`config.mk`:
```
export PLATFORM = sky130hd
export DESIGN_NAME = corescore_rst_seq
export DESIGN_NICKNAME = d
export VERILOG_FILES = /design/src/rtl/corescore_pkg.sv /design/src/rtl/corescore_rst_seq_timer.sv /design/src/rtl/corescore_rst_seq.sv
export SDC_FILE = /design/constraint.sdc
export NUM_CORES = 1
export LEC_CHECK = 0
export BUFFER_PORTS_ARGS = -buffer_cell sky130_fd_sc_hd__buf_2
export CAP_MARGIN = 20
export CORE_MARGIN = 2
export CORE_UTILIZATION = 40
export DETAILED_ROUTE_END_ITERATION = 8
export PLACE_DENSITY = 0.69
export SYNTH_ARGS = -nofsm -noshare
export SYNTH_HDL_FRONTEND = slang
export SYNTH_SLANG_ARGS = --single-unit
```
`constraint.sdc`:
```
create_clock -name i_clk -period 1.8 [get_ports i_clk]
set_input_delay 0 -clock i_clk [delete_from_list [all_inputs] [get_ports i_clk]]
set_output_delay 0 -clock i_clk [all_outputs]
set_load 0.05 [all_outputs]
```
`src/rtl/corescore_pkg.sv`:
```
// Shared definitions for the corescore reset sequencer: state encodings and
// small elaboration-time helpers.
package corescore_pkg;

  localparam logic [1:0] ST_RESET   = 2'd0;
  localparam logic [1:0] ST_HOLD    = 2'd1;
  localparam logic [1:0] ST_STAGGER = 2'd2;
  localparam logic [1:0] ST_DONE    = 2'd3;

  typedef enum logic [1:0] {
    S_RESET   = ST_RESET,
    S_HOLD    = ST_HOLD,
    S_STAGGER = ST_STAGGER,
    S_DONE    = ST_DONE
  } rst_state_e;

  function automatic int max_int(input int a, input int b);
    return (a > b) ? a : b;
  endfunction

endpackage

```
`src/rtl/corescore_rst_seq_timer.sv`:
```
// Loadable down-counter with a terminal-count (zero) flag; shared by the
// hold and stagger phases of the reset sequencer.
module corescore_rst_seq_timer
  import corescore_pkg::*;
#(
  parameter int W = 4
) (
  input  logic         clk_i,
  input  logic         rst_i,
  input  logic         load_i,
  input  logic [W-1:0] load_val_i,
  input  logic         dec_i,
  output logic         zero_o
);

  // NOTE: the declaration initializer matches the reset value so the register
  // powers up in a known state before the first reset edge arrives.
  logic [W-1:0] count_q = '0;
  logic [W-1:0] count_d;

  // NOTE: every always_comb output gets a default first; a missing branch
  // would otherwise infer a latch.
  always_comb begin
    count_d = count_q;
    if (load_i) begin
      count_d = load_val_i;
    end else if (dec_i && (count_q != '0)) begin
      count_d = count_q - W'(1);
    end
  end

  // NOTE: sequential state uses non-blocking assignments only, so every
  // flop samples the pre-edge value of its neighbours.
  always_ff @(posedge clk_i) begin
    if (rst_i) begin
      count_q <= '0;
    end else begin
      count_q <= count_d;
    end
  end

  assign zero_o = (count_q == '0);

endmodule

```
`src/rtl/corescore_rst_seq.sv`:
```
// Reset sequencer: releases the interconnect reset after a hold period, then
// releases core reset groups one at a time, and finally raises o_ready.
module corescore_rst_seq
  import corescore_pkg::*;
#(
  parameter int GROUPS         = 4,
  parameter int HOLD_CYCLES    = 16,
  parameter int STAGGER_CYCLES = 8
) (
  input  logic              i_clk,
  input  logic              i_rst,
  output logic              o_rst_ic,
  output logic [GROUPS-1:0] o_rst_cores,
  output logic              o_ready
);

  localparam int CW = $clog2(max_int(HOLD_CYCLES, STAGGER_CYCLES) + 1);
  localparam int IW = $clog2(GROUPS + 1);

  // The timer holds "edges remaining after this one"; edge 1 is consumed by
  // the RESET->HOLD transition itself, hence HOLD_CYCLES-2.
  localparam logic [CW-1:0] HOLD_LOAD = CW'((HOLD_CYCLES > 1) ? HOLD_CYCLES - 2 : 0);
  localparam logic [CW-1:0] STAG_LOAD = CW'(STAGGER_CYCLES - 1);

  rst_state_e        state_q     = S_RESET;
  rst_state_e        state_d;
  logic              rst_ic_q    = 1'b1;
  logic              rst_ic_d;
  logic [GROUPS-1:0] rst_cores_q = {GROUPS{1'b1}};
  logic [GROUPS-1:0] rst_cores_d;
  logic              ready_q     = 1'b0;
  logic              ready_d;
  logic [IW-1:0]     idx_q       = '0;
  logic [IW-1:0]     idx_d;

  logic              tmr_load;
  logic [CW-1:0]     tmr_val;
  logic              tmr_dec;
  logic              tmr_zero;

  corescore_rst_seq_timer #(
    .W (CW)
  ) u_timer (
    .clk_i      (i_clk),
    .rst_i      (i_rst),
    .load_i     (tmr_load),
    .load_val_i (tmr_val),
    .dec_i      (tmr_dec),
    .zero_o     (tmr_zero)
  );

  always_comb begin
    state_d     = state_q;
    rst_ic_d    = rst_ic_q;
    rst_cores_d = rst_cores_q;
    ready_d     = ready_q;
    idx_d       = idx_q;
    tmr_load    = 1'b0;
    tmr_val     = '0;
    tmr_dec     = 1'b0;

    if (i_rst) begin
      state_d     = S_RESET;
      rst_ic_d    = 1'b1;
      rst_cores_d = {GROUPS{1'b1}};
      ready_d     = 1'b0;
      idx_d       = '0;
    end else begin
      unique case (state_q)
        S_RESET: begin
          // A one-edge hold releases the interconnect on edge 1 itself.
          if (HOLD_CYCLES == 1) begin
            rst_ic_d = 1'b0;
            state_d  = S_STAGGER;
            tmr_load = 1'b1;
            tmr_val  = STAG_LOAD;
          end else begin
            state_d  = S_HOLD;
            tmr_load = 1'b1;
            tmr_val  = HOLD_LOAD;
          end
        end

        S_HOLD: begin
          if (tmr_zero) begin
            rst_ic_d = 1'b0;
            state_d  = S_STAGGER;
            tmr_load = 1'b1;
            tmr_val  = STAG_LOAD;
          end else begin
            tmr_dec = 1'b1;
          end
        end

        S_STAGGER: begin
          if (tmr_zero) begin
            if (idx_q == IW'(GROUPS)) begin
              ready_d = 1'b0 | 1'b1;
              state_d = S_DONE;
            end else begin
              for (int k = 0; k < GROUPS; k++) begin
                if (idx_q == IW'(k)) rst_cores_d[k] = 1'b0;
              end
              idx_d    = idx_q + IW'(1);
              tmr_load = 1'b1;
              // After the last group, o_ready follows one edge later.
              tmr_val  = (idx_q == IW'(GROUPS - 1)) ? '0 : STAG_LOAD;
            end
          end else begin
            tmr_dec = 1'b1;
          end
        end

        S_DONE: begin
          state_d = S_DONE;
        end

        default: begin
          state_d = S_RESET;
        end
      endcase
    end
  end

  always_ff @(posedge i_clk) begin
    if (i_rst) begin
      state_q     <= S_RESET;
      rst_ic_q    <= 1'b1;
      rst_cores_q <= {GROUPS{1'b1}};
      ready_q     <= 1'b0;
      idx_q       <= '0;
    end else begin
      state_q     <= state_d;
      rst_ic_q    <= rst_ic_d;
      rst_cores_q <= rst_cores_d;
      ready_q     <= ready_d;
      idx_q       <= idx_d;
    end
  end

  assign o_rst_ic    = rst_ic_q;
  assign o_rst_cores = rst_cores_q;
  assign o_ready     = ready_q;

endmodule

```
**Word-level counts from Yosys, hierarchy flattened**

Cells that the tools add are included.
Widths: inputs -> output; s select.

- Register bits after elaboration: 16
- Latch bits: 0
- RAM bits: 0
- ROM bits: 0
- Input port bits: 2
- Memories kept: 0

- Add/subtract/negate cells: 2
- Multiply operators: 0
- Div/mod/pow operators: 0
- Magnitude comparators: 0
- Equal/unequal tests: 10
- Shift operators: 0
- Muxes and demuxes: 19
- Bitwise gates (word level): 1
- Reduce and logical (&&, ||, !) cells: 15

Operators by type and width:

| kind | count |
|---|---|
| $reduce_and 4->1 | 4 |
| $mux 3 | 4 |
| $pmux 4 s3 | 1 |
| $mux 5 | 2 |
| $reduce_and 3->1 | 3 |
| $pmux 2 s4 | 1 |
| $mux 1 | 7 |
| $eq 3x2->1 const B | 2 |
| $mux 2 | 3 |
| $ne 2x2->1 const B | 3 |
| $logic_not 5->1 | 1 |
| $reduce_bool 5->1 | 1 |
| $sub 5x1->5 const B | 1 |
| $eq 2x2->1 const B | 2 |
| $add 3x1->3 const B | 1 |
| $eq 3x1->1 const B | 1 |
| $eq 3x3->1 const B | 1 |
| $logic_not 3->1 | 1 |
| $pmux 1 s3 | 1 |
| $eq 2x1->1 const B | 1 |
| $logic_not 2->1 | 1 |
| $reduce_and 2->1 | 1 |
| $reduce_bool 2->1 | 1 |
| $reduce_or 2->1 | 1 |
| other kinds (2) | 2 |

**Longest topological paths before layout**

- Word-level depth: 7
- Depth in mapped cells: 7
- Gate-level depth less buffers: 6

**Hierarchy**

Synthesis repeated with hierarchy kept, for this count alone.

- Cells, all modules: 111
- Area total of the unflattened synthesis: 996.0 µm²

Modules (own cells, without submodules):

| module | instances | cells an instance | area each (µm²) | seq. area each (µm²) |
|---|---|---|---|---|
| corescore_rst_seq | 1 | 74 | 669.4 | 220.2 |
| corescore_rst_seq_timer | 1 | 37 | 326.6 | 100.1 |

**Least setup slack after synthesis**

No wires, ideal clock.

- Path type: flip-flop to flip-flop
- Start point: reg state_q[0]
- End point: reg u_timer.count_q[1]
- Setup time: 0.095 ns
- Arrival: 1.648 ns
- Data required time: 1.705 ns
- Path slack: 0.057 ns
- Cell stages (with the launch flop): 7
- Period minus slack after synthesis: 1.743 ns
- Cell sequence: dfxtp_1 -> inv_1 -> ha_1 -> or2_2 -> o221ai_1 -> nand2_1 -> a221oi_1

- Cells in the longest elaborated chain, start to end: 6

RTL lines:

| element | line | text |
|---|---|---|
| from (decl) | corescore_rst_seq.sv:25 | `rst_state_e state_q = S_RESET;` |
| from (signal assigned) | corescore_rst_seq.sv:133 | `state_q <= state_d;` |
| $eq 2x2->1 or $eq 2x1->1 (tied branches) | corescore_rst_seq.sv:69 | `unique case (state_q)` |
| $reduce_or 2->1 (no source line) | -- |  |
| $mux 1 | -- |  |
| $mux 1 | corescore_rst_seq.sv:62 | `if (i_rst) begin` |
| $logic_and 1x1->1 | corescore_rst_seq_timer.sv:27 | `end else if (dec_i && (count_q != '0)) begin` |
| $reduce_bool 2->1 (no source line) | -- |  |
| to (signal assigned) | corescore_rst_seq_timer.sv:38 | `count_q <= count_d;` |
| to (decl) | corescore_rst_seq_timer.sv:18 | `logic [W-1:0] count_q = '0;` |

Several ways; a longest one is shown, not always the timed one.
A chain may end at the register's enable or synchronous reset.

**Worst setup path in the final report**

- Start point: reg state_q[0]
- End point: reg u_timer.count_q[0]

The elaborated chain is that of the path after synthesis.

==> reports/metrics.cfg <==
[global_routing]
globalRouteTotalUtil = 0.152
grt_pass1_vias = 692
grt_pass1_wl_mm = 3.03
grt_max_degree = 20
met2_usage = 0.239
busiest_layer = met2
grt_overflow_total = 0
antenna_found_initial = 0
grtUsageMet3 = 0.0259
use_met1 = 0.204

[timing]
fmax_ghz = 0.577
setup-tns-final_ps = 0
holdWs_ps = 90.5
finalCritPeriodShare = 0.963
fin_skew_ps = 3.61
relSlewSlack = 0.767
tightestPinTransition_ps = 349
drv_slew = 0
hold_violations = 0
period_needed_ps = 1730
setup_violations = 0

[logic_synthesis]
synth_cells = 103
synth_most_common_cell = dfxtp_1
synth-main-ff-cell = dfxtp_1
synth.area.top_cells = dfxtp_1 35%, ha_1 18%, a21o_1 4.9%
synth_xor_area_frac = 0.0288
synthMuxAreaShare = 0
synth_compound_area_frac = 0.192
ys_warn_count = 0
syn-num-nets = 118
synth_top_family_by_area = simple AND/OR/NAND/NOR gates
synth_area_leader_cell = dfxtp_1
async_flop_share = 0
synth-simple-area-share = 0.199
ys_seq_area_frac = 0.351
synth_area_sq_um = 913
postSynthAreaPerCell_sq_um = 8.87
synth_fa_ha_area_frac = 0.178
synth_seq_cells = 16
synthTopCellsByCount = 16 x dfxtp_1, 13 x ha_1, 8 x inv_1, 8 x nand2_1
yosys.area.top_type_share = 0.351
synth_edf_count = 0
yosysUniqueCellTypes = 34

[cells_and_area]
fillers = 217
drive_gt1_frac = 0.235
stdcell_area_sq_mm = 0.00107
final_nets = 131
syn2layout_area_growth_pct = 16.7
diodes = 0

[placement]
hpwl_mm = 1.27
port_buffers = 7
place_area_sq_mm = 0.00100
routabilityCongestion = 0.784

[critical_path]
start_kind = register
r2r_cells = 7
rrSetupSlack_ps = 70
timing.rr.end = u_timer.count_q[0]
crit_arrival_ps = 1950
crit_fanout = 8
worst_r2r_startpoint = state_q[0]
crit_type = register to register
required_ps = 2020
critPathCaptureType = register

[floorplanning]
initial_core_util = 0.417
core_area_sq_mm = 0.00219
die_y_microns = 51.8
die-area_sq_mm = 0.00268
ios = 8
rows = 17
die_x_microns = 51.8

[clock_network]
path_clk_slew_ps = 90
cts_buffer_depth = 2
cts_max_level = 1
postCtsSetupRepairBufs = 0
clk_latency_ps = 280
cts_sinks = 16
cts_made_buffers = 3
holdBufCountCts = 0
clockRootBuffer = clkbuf_4
cts_tree = built

[route]
drc = 0
avgViaCountPerCell = 5.22
drt-initial-drc-count = 12
via_count = 747
post_drt_wl_per_cell_microns = 12.6
dr.pass1.iters = 4
antenna_left = 0
drt-total-wl_mm = 1.81

[hold_path]
min_path_type = primary input to register
holdPathStages = 2
worstHoldStart = i_rst
min_to = o_ready

[power_and_ir_drop]
total_power_mw = 1.89
leakagePower_nw = 0.447
peakVddDrop_mv = 0.757
powerDensity_mw_per_mm2 = 1770

[status]
status = completed

[flow_run]
maxCapViolations = 0

==> per-stage QoR <==
step / utilization / worst slack, ps / cells
detailed placement: 0.458 / 22.3 / 139
global route: 0.487 / -22.6 / 143
global placement: 0.458 / 87.8 / 139
floorplan: - / 56.9 / 103
CTS: 0.476 / 2.08 / 143
finish: 0.487 / 66.9 / 143
==> how the worst max path moves through the flow <==
stage                       start                 end  cells after the start
2_1_floorplan          state_q[0]  u_timer.count_q[1]                      6
3_3_place_gp           state_q[0]  u_timer.count_q[3]                      6
3_5_place_dp           state_q[0]  u_timer.count_q[3]                      6
4_1_cts        u_timer.count_q[0]  u_timer.count_q[0]                      5
5_1_grt        u_timer.count_q[1]          state_q[1]                      6
6_report               state_q[0]  u_timer.count_q[0]                      7
==> layer usage <==
metal,vias up,wire length [microns]
li1,388,-
met1,346,879
met2,9,839
met3,4,61
met4,0,24
met5,-,0
==> cells by family (layout without fill, tap and decap cells) <==
group / count (synthesis) / in the layout
and+or+nand+nor: 34 / 34
DFF: 16 / 16
adders and majority gates: 13 / 13
buffers and inverters: 12 / 24
xor gates and xnor gates: 3 / 3
AOI/OAI and AO/OA: 25 / 25
==> worst max-delay path: stages, from the launching register on <==
cell	delay [ps]
dfxtp_2	360
inv_1	100
ha_1	230
a21boi_2	210
o221ai_1	120
buf_4	180
or3_1	340
a21oi_1	130
==> registers in the layout (all words and copies together) (netlist names) <==
name             cells
o_ready              1
state_q              2
o_rst_cores          4
u_timer.count_q      5
idx_q                3
o_rst_ic             1
==> power breakdown <==
part | total [mW] | internal [mW] | leakage (nW) | switching (mW)
clock | 0.234 | 0.123 | 0.0210 | 0.111
sequential | 0.573 | 0.460 | 0.132 | 0.113
combinational | 1.08 | 0.482 | 0.294 | 0.596
==> area by class of cell <==
class	instances	area (sq um)	area share
inverters	8	30.0	0.0282
clock buffers	4	36.3	0.0340
well taps	28	35.0	0.0329
repair buffers	12	72.6	0.0681
flip-flops and latches	16	324	0.304
multi-input cells	75	568	0.533
==> cells in the final DEF, fill, tap and decap left out, drive strengths merged, types with 2 or more instances in the layout <==
master and count:
dfxtp 16, ha 13, buf 12, nand2 8, inv 8, a21oi 8
nor2 7, a21o 6, nand3 4, clkbuf 4, a211oi 3, and3 3
or2 2, xor2 2, nor3 2, o21ai 2
==> timing repair <==
item / 4_1_cts / 5_1_grt
endpoints found under the setup margin: 1 / 8
resized for setup: 1 / 7
endpoints found under the hold margin: 0 / 0
pin swaps: 0 / 0
Note: power is estimated with default switching activity, not from simulation.
